<file path="config.mk">
export PLATFORM = sky130hd
export DESIGN_NAME = uart_tx
export DESIGN_NICKNAME = d
export VERILOG_FILES = /design/src/rtl/uart_pkg.sv /design/src/rtl/uart_baud_tick.sv /design/src/rtl/uart_tx.sv
export SDC_FILE = /design/constraint.sdc
export NUM_CORES = 1
export LEC_CHECK = 0
export BUFFER_PORTS_ARGS = -buffer_cell sky130_fd_sc_hd__buf_2
export CAP_MARGIN = 30
export CORE_MARGIN = 2
export CORE_UTILIZATION = 55
export CTS_BUF_LIST = sky130_fd_sc_hd__clkbuf_2
export DETAILED_ROUTE_END_ITERATION = 10
export PLACE_DENSITY = 0.87
export REMOVE_ABC_BUFFERS = 1
export SLEW_MARGIN = 20
export SYNTH_ARGS = -nofsm -noshare
export SYNTH_HDL_FRONTEND = slang
export SYNTH_HIERARCHICAL = 1
export SYNTH_SLANG_ARGS = --single-unit
</file>
<file path="constraint.sdc">
create_clock -name clk -period 2.8 [get_ports clk]
set_input_delay 0.28 -clock clk [delete_from_list [all_inputs] [get_ports clk]]
set_output_delay 0.28 -clock clk [all_outputs]
set_load 0.01 [all_outputs]
</file>
<file path="src/rtl/uart_pkg.sv">
// uart_pkg: shared UART encodings and defaults.
// Used by both the transmitter and the receiver.
package uart_pkg;

  localparam int DEF_CLK_HZ = 12000000;
  localparam int DEF_BAUD   = 115200;

  localparam int PAR_NONE = 0;
  localparam int PAR_ODD  = 1;
  localparam int PAR_EVEN = 2;

  typedef enum logic [2:0] {
    S_IDLE,
    S_START,
    S_DATA,
    S_PARITY,
    S_STOP
  } uart_state_e;

endpackage

</file>
<file path="src/rtl/uart_baud_tick.sv">
// uart_baud_tick: restartable bit-period divider.
// tick_o is high on the last cycle of each bit period.
module uart_baud_tick #(
  parameter int CLKS = 104
) (
  input  logic clk,
  input  logic rst_n,
  input  logic en_i,
  input  logic clr_i,
  output logic tick_o
);

  localparam int W = (CLKS > 1) ? $clog2(CLKS) : 1;
  localparam logic [W-1:0] LAST = W'(CLKS - 1);

  logic [W-1:0] cnt_q;

  assign tick_o = en_i && (cnt_q == LAST);

  // count 0..CLKS-1 while enabled; clear restarts a bit period
  always_ff @(posedge clk or negedge rst_n) begin
    if (!rst_n) begin
      cnt_q <= '0;
    end else if (clr_i || !en_i || tick_o) begin
      cnt_q <= '0;
    end else begin
      cnt_q <= cnt_q + W'(1);
    end
  end

endmodule

</file>
<file path="src/rtl/uart_tx.sv">
// uart_tx: byte-serial UART transmitter.
// One-entry holding register gives gap-free frames.
module uart_tx
  import uart_pkg::*;
#(
  parameter int CLK_HZ    = DEF_CLK_HZ,
  parameter int BAUD      = DEF_BAUD,
  parameter int PARITY    = PAR_NONE,
  parameter int STOP_BITS = 1
) (
  input  logic       clk,
  input  logic       rst_n,
  input  logic [7:0] tx_byte,
  input  logic       tx_valid,
  output logic       tx_ready,
  output logic       tx,
  output logic       busy,
  output logic       tx_done
);

  localparam int CLKS_IN_BAUD = CLK_HZ / BAUD;
  localparam logic [2:0] LAST_STOP = 3'(STOP_BITS - 1);
  localparam logic ODD = (PARITY == PAR_ODD);
  localparam logic HAS_PAR = (PARITY != PAR_NONE);

  if (CLKS_IN_BAUD < 2) begin : g_bad_clks
    $error("uart_tx: CLK_HZ/BAUD must be at least 2");
  end
  if (PARITY < 0 || PARITY > 2) begin : g_bad_par
    $error("uart_tx: PARITY must be 0, 1 or 2");
  end
  if (STOP_BITS != 1 && STOP_BITS != 2) begin : g_bad_stop
    $error("uart_tx: STOP_BITS must be 1 or 2");
  end

  uart_state_e state_q;
  logic [7:0]  shift_q;
  logic [7:0]  hold_q;
  logic        hold_full_q;
  logic        ready_q;
  logic [2:0]  bit_q;
  logic        tx_q;
  logic        done_q;

  logic tick;
  logic accept;
  logic last_stop;
  logic launch_new;
  logic restart_d;

  assign accept     = tx_valid && ready_q;
  assign last_stop  = (state_q == S_STOP) && tick
                   && (bit_q == LAST_STOP);
  assign launch_new = accept
                   && ((state_q == S_IDLE) || last_stop);
  assign restart_d  = launch_new || (last_stop && hold_full_q);

  assign tx_ready = ready_q;
  assign tx       = tx_q;
  assign tx_done  = done_q;
  assign busy     = (state_q != S_IDLE) || hold_full_q;

  uart_baud_tick #(
    .CLKS (CLKS_IN_BAUD)
  ) u_tick (
    .clk    (clk),
    .rst_n  (rst_n),
    .en_i   (state_q != S_IDLE),
    .clr_i  (restart_d),
    .tick_o (tick)
  );

  // frame sequencer, holding register and registered line
  always_ff @(posedge clk or negedge rst_n) begin
    if (!rst_n) begin
      state_q     <= S_IDLE;
      shift_q     <= '0;
      hold_q      <= '0;
      hold_full_q <= 1'b0;
      ready_q     <= 1'b1;
      bit_q       <= '0;
      tx_q        <= 1'b1;
      done_q      <= 1'b0;
    end else begin
      done_q <= last_stop;
      if (accept && !launch_new) begin
        hold_q      <= tx_byte;
        hold_full_q <= 1'b1;
        ready_q     <= 1'b0;
      end
      if (restart_d) begin
        state_q <= S_START;
        bit_q   <= '0;
        tx_q    <= 1'b0;
        if (launch_new) begin
          shift_q <= tx_byte;
        end else begin
          shift_q     <= hold_q;
          hold_full_q <= 1'b0;
          ready_q     <= 1'b1;
        end
      end else if (last_stop) begin
        state_q <= S_IDLE;
        tx_q    <= 1'b1;
      end else if (tick) begin
        unique case (state_q)
          S_START: begin
            state_q <= S_DATA;
            bit_q   <= '0;
            tx_q    <= shift_q[0];
          end
          S_DATA: begin
            if (bit_q == 3'd7) begin
              bit_q <= '0;
              if (HAS_PAR) begin
                state_q <= S_PARITY;
                tx_q    <= (^shift_q) ^ ODD;
              end else begin
                state_q <= S_STOP;
                tx_q    <= 1'b1;
              end
            end else begin
              bit_q <= bit_q + 3'd1;
              tx_q  <= shift_q[bit_q + 3'd1];
            end
          end
          S_PARITY: begin
            state_q <= S_STOP;
            bit_q   <= '0;
            tx_q    <= 1'b1;
          end
          S_STOP: begin
            bit_q <= bit_q + 3'd1;
          end
          default: begin
            state_q <= S_IDLE;
            tx_q    <= 1'b1;
          end
        endcase
      end
    end
  end

endmodule

</file>
After elaboration in Yosys (flattened, before gate mapping)
Index checks and enable logic that the tools add are counted. W data, S select, Z words.

Input bits: 11. Register bits after elaboration: 33.

Order comparisons: 1. Muxes and demuxes: 25. $add $sub $neg: 2. Equality and inequality tests: 9. Reductions and logical operators: 24.

Operators with widths (count): $mux W3 (8); $pmux W3 S4 (1); $mux W1 (11); $pmux W3 S3 (1); $mux W8 (1); $add A7 B1 Y7 const B (1); $eq A7 B7 Y1 const B (1); $logic_and A1 B1 Y1 (7); $mux W7 (1); $eq A3 B2 Y1 const B (2); $eq A3 B3 Y1 const B (2); $logic_not A3 Y1 (2); $reduce_and A3 Y1 (2); $reduce_bool A3 Y1 (2); $logic_or A1 B1 Y1 (5); $lt A3 B4 Y1 const B (1); $ne A4 B3 Y1 const B (1); $reduce_bool A4 Y1 (1); $add A3 B1 Y3 const B (1); $bmux W1 S3 (1); $eq A3 B1 Y1 const B (1); $ne A3 B2 Y1 const B (1); $pmux W1 S3 (1); $logic_not A1 Y1 (2); 4 further kinds (4).

Depth between registers and ports, before layout
Word-level depth: 11. Depth in mapped cells: 11. Mapped depth without buffers: 9.

Modules after synthesis
The synthesis kept the hierarchy.

By module, submodules not included: uart_tx (cells each 120, instances 1, area each 1388.8 um2); uart_baud_tick (cells each 36, instances 1, area each 356.6 um2).

Worst setup path after synthesis
No wires, ideal clock.

Kind: register to register. Start: register u_tick.cnt_q[0]. End: register u_tick.cnt_q[3]. Library setup time: 0.135 ns. Required time: 2.665 ns. Period minus slack after synthesis: 2.688 ns. Cell stages (with the launch flop): 12. Setup slack: 0.112 ns. Buffers on the path: 2. Arrival time: 2.553 ns. Cells stage by stage: dfrtp_1 -> ha_1 -> nand3_2 -> nor4b_1 -> nand3b_4 -> nor3_2 -> buf_6 -> o21ba_1 -> buf_6 -> inv_1 -> o311ai_2 -> nor2_1.

Word-level cells in the longest chain between the ends: 10.

Ends and longest elaborated chain: start: declaration (RTL line uart_baud_tick.sv:16) `logic [W-1:0] cnt_q;`; start signal: assignment (RTL line uart_baud_tick.sv:27) `cnt_q <= cnt_q + W'(1);`; $eq A7 B7 Y1 (*) (RTL line uart_baud_tick.sv:18) `assign tick_o = en_i && (cnt_q == LAST);`; $logic_and A1 B1 Y1 (*) (RTL line uart_baud_tick.sv:18); named net tick (RTL line uart_tx.sv:45) `logic tick;`; $logic_and A1 B1 Y1 (*) (RTL line uart_tx.sv:52) `assign last_stop = (state_q == S_STOP) && tick`; $logic_and A1 B1 Y1 (*) (RTL line uart_tx.sv:53) `&& (bit_q == LAST_STOP);`; $logic_or A1 B1 Y1 (RTL line uart_tx.sv:55) `&& ((state_q == S_IDLE) || last_stop);`; $logic_and A1 B1 Y1 (RTL line uart_tx.sv:55); $logic_or A1 B1 Y1 (*) (RTL line uart_tx.sv:56) `assign restart_d = launch_new || (last_stop && hold_full_q);`; named net restart_d (RTL line uart_tx.sv:49) `logic restart_d;`; $logic_or A1 B1 Y1 (*) (2 in series) (RTL line uart_baud_tick.sv:24) `end else if (clr_i || !en_i || tick_o) begin`; $mux W7 (*) (RTL line uart_baud_tick.sv:24).

Mark *: on every way through the listed nets, which the timed path passes. The rest lies on a longest branch. A chain may end at the register's enable or synchronous reset.

Worst setup path in the final report
Start: register u_tick.cnt_q[0]. End: register u_tick.cnt_q[3].

Word-level cells in the longest chain between the ends: 10.

Ends and longest elaborated chain (RTL line): $eq A7 B7 Y1 (*) (uart_baud_tick.sv:18); $logic_and A1 B1 Y1 (*) (uart_baud_tick.sv:18); named net tick (uart_tx.sv:45); $logic_and A1 B1 Y1 (uart_tx.sv:52); $logic_and A1 B1 Y1 (uart_tx.sv:53); $logic_or A1 B1 Y1 (uart_tx.sv:55); $logic_and A1 B1 Y1 (uart_tx.sv:55); $logic_or A1 B1 Y1 (uart_tx.sv:56); $logic_or A1 B1 Y1 (uart_baud_tick.sv:24); $logic_or A1 B1 Y1 (*) (uart_baud_tick.sv:24); $mux W7 (*) (uart_baud_tick.sv:24).

Marks and branches as above.

==> summary.txt <==
Finish
  – Layout cells sized above 1: 26.4%
  – Diodes inserted: 0
  – Area delta synth->final: 8.75%
  – Core Util, Final: 62.7%
  – Layout Nets: 192

Timing
  – Fmax: 394 MHz
  – Max-slew violations: 0
  – Worst-margin pin slew: 0.716 ns
  – Hold WS: 0.111 ns
  – Worst Skew: approximately 0.026 ns
  – Final hold vios: 0
  – RSZ-0062 raised after global routing: no
  – Final Critical Period: 2.54 ns
  – Setup TNS: 0 ns
  – Period utilization: a little over 90%
  – Final setup violation count: 0
  – Final WS setup: roughly 0.26 ns
  – Relative slew slack: 52.2%

Power
  – Pwr/cell area: 374 nW/µm²
  – Peak supply drop: 0.290 mV
  – Total power: 709 µW
  – Leak Pwr: between 0.8 and 0.9 nW

Min path
  – Hold wc startpoint: tx_byte[2]
  – Hold WC Path Type: input port to flop

Routing
  – Initial drt markers: 54
  – Routed WL: 3370 µm
  – Mean number of vias per cell: 5.68
  – WL/cell: 15.2 µm
  – Number of routed nets with antenna violations: 0
  – DRC Markers: 0
  – Via count: around 1.3k
  – Pre-Repair DR Iteration Count: 4

Critical path
  – Worst Setup SP: u_tick/cnt_q[0]
  – Critical path type: flop to flop
  – Crit path max fanout: 7
  – CP endpoint kind: flop
  – Critical R2R Launch: u_tick/cnt_q[0]
  – Worst R2R Setup Slack: 0.26 ns
  – Worst path required time: 3.07 ns
  – Critical path arrival: 2.81 ns
  – Worst Setup Start Kind: flop

Synth
  – Post-Synth XOR/XNOR Area: ~1.5%
  – Synthesized area per cell: roughly 11 µm²
  – Adder-Cell Fraction of Synth Area: 2.87%
  – Warnings from Yosys: 6
  – EDFF count, synth: 0
  – Count of different cell masters after synthesis: 45
  – Post-synthesis cell count: about 160
  – Mux contribution to synthesized area: 12.3%
  – Largest family of logic cells by synthesized area: compound AO/OA/AOI/OAI gates
  – Async set or reset register ratio after synthesis: 100%
  – Cell Area, Synth: between 1500 and 2000 µm²
  – Synth Area in Simple Gates: 15.6%
  – Synth Area in Compound Gates: 15.7%
  – Sequential fraction of the synthesis area: between 40% and 50%
  – Main flop type after synthesis: dfrtp_1
  – Synthesized flop and latch total: 33

Placed design
  – Port Buffer Count: 14
  – Post-DP HPWL: 2450 µm
  – Placer Congestion: 0.860
  – DP Worst Slack: 0.331 ns

Clock network
  – Clock Root Buffer: clkbuf_2
  – Worst-Skew Late Latency: slightly below 0.4 ns
  – Clk slew on worst S/H paths: 0.17 ns
  – CTS tree: built
  – Clock Tree Buf Depth: 2
  – CTS buffer count: 5
  – Clk sinks: 33
  – CTS resizes: 0
  – Post-CTS Setup Bufs: 0
  – H-tree depth: 2

Floorplanning
  – Die area: between 3000 and 4000 µm²
  – Initial core utilization: 57.6%
  – Row Count: 20
  – Core area: 3030 µm²
  – Die H: a little over 60 µm
  – Io pins: 15
  – Die X: between 60 and 70 µm

Global route
  – Initial antenna violation count: 0
  – Grt ovf: 0
  – GRT Overall Usage: 22.5%
  – Pin count of the biggest net entering global routing: 34
  – First-pass GRT wire length: 5750 µm
  – Vias in the first global route: 1225

Status
  – Status: finished clean

Run
  – Number of max-cap violations: 0
path summary, 6_finish.rpt:
check                                  end  cells after the start
min reg2reg                u_tick/cnt_q[0]                      1
max                        u_tick/cnt_q[3]                     10
min in group asynchronous       state_q[2]                      2
min                             shift_q[2]                      3
max reg2reg                u_tick/cnt_q[3]                     10
max in group asynchronous       shift_q[3]                      2
registers in the layout, indices dropped and copies added, names as in the netlist:
name	flops
tx_ready	1
shift_q	8
hold_q	8
tx_done	1
bit_q	3
tx	1
hold_full_q	1
state_q	3
u_tick/cnt_q	7
placed cells by master (no fill, tap or decap), types with 3 or more instances in the layout:
cell / Yosys / layout
buf_4: 0 / 4
o21a_1: 3 / 3
nand4_1: 3 / 3
o21ai_0: 12 / 12
ha_1: 4 / 4
clkbuf_2: 0 / 5
nand2_1: 13 / 13
o21ai_1: 6 / 6
dfrtp_1: 31 / 31
buf_2: 1 / 14
nand3_1: 5 / 5
nor2_1: 8 / 8
a21oi_1: 4 / 4
inv_1: 8 / 8
mux2i_1: 8 / 8
mux2_2: 8 / 8
routing by layer:
| layer | wire length (µm) | global-route usage [%] |
|---|---|---|
| met5 | 0 | 0 |
| met4 | 67 | 10.8 |
| met3 | 183 | 5.97 |
| met2 | 1630 | 34.8 |
| met1 | 1490 | 29.8 |
synth_stat cells (2+ instances only):
library cell	n	area [µm²]
a21oi_1	4	20.0
a21o_1	2	15.0
a21o_2	2	17.5
mux2_2	8	90.1
dfstp_2	2	52.6
dfrtp_1	31	776
and2_1	2	12.5
nand2_1	13	48.8
inv_1	8	30.0
o21ai_0	12	60.1
ha_1	4	50.1
xnor2_1	2	17.5
nor2_1	8	30.0
buf_6	4	45.0
o21a_1	3	22.5
nand4_1	3	18.8
mux4_2	2	45.0
mux2i_1	8	80.1
nor2b_1	2	12.5
nand3_1	5	25.0
nand2b_1	2	12.5
o21ai_1	6	30.0
metrics by stage:
step                      cell area [µm²]  instances
final                                1900        222
after global routing                 1900        222
after CTS                            1900        222
after detailed placement             1850        213
after global placement               1850        213
after floorplan                      1700        151
worst max-delay path, stage by stage, from the launching register on:
cell,delay [ns]
dfrtp_1,0.42
ha_1,0.24
nand3_2,0.13
nor4b_1,0.32
buf_4,0.22
nand3b_4,0.12
o21a_1,0.21
o21ba_1,0.39
inv_1,0.12
o311ai_2,0.15
nor2_1,0.10
timing repair:
action	CTS	global route
setup endpoints to repair	0	0
hold buffers	1	0
endpoints found under the hold margin	31	0
power breakdown:
group,total [mW],switching (mW),leakage [nW],internal (mW)
logic,0.0181,0.0121,0.427,0.00605
clock network,0.214,0.159,0.0278,0.0545
registers,0.477,0,0.377,0.477
final cells by class:
| cell class | count | area (µm²) |
|---|---|---|
| fill | 239 | 1130 |
| multi-input combinational | 110 | 837 |
| sequential | 33 | 828 |
| timing repair buffer | 19 | 110 |
| tap | 44 | 55.1 |
| inverter | 8 | 30.0 |
| clock buffer | 5 | 25.0 |
| clock inverter | 3 | 12.5 |
cell families (layout without fill, tap and decap cells):
logic type      Yosys count  count (layout)
xor+xnor                  3               3
compound gates           38              38
buf+inv                  13              35
fa+ha+maj                 4               4
simple gates             47              47
mux                      18              18
flops                    33              33
(Power assumes the default switching activity.)
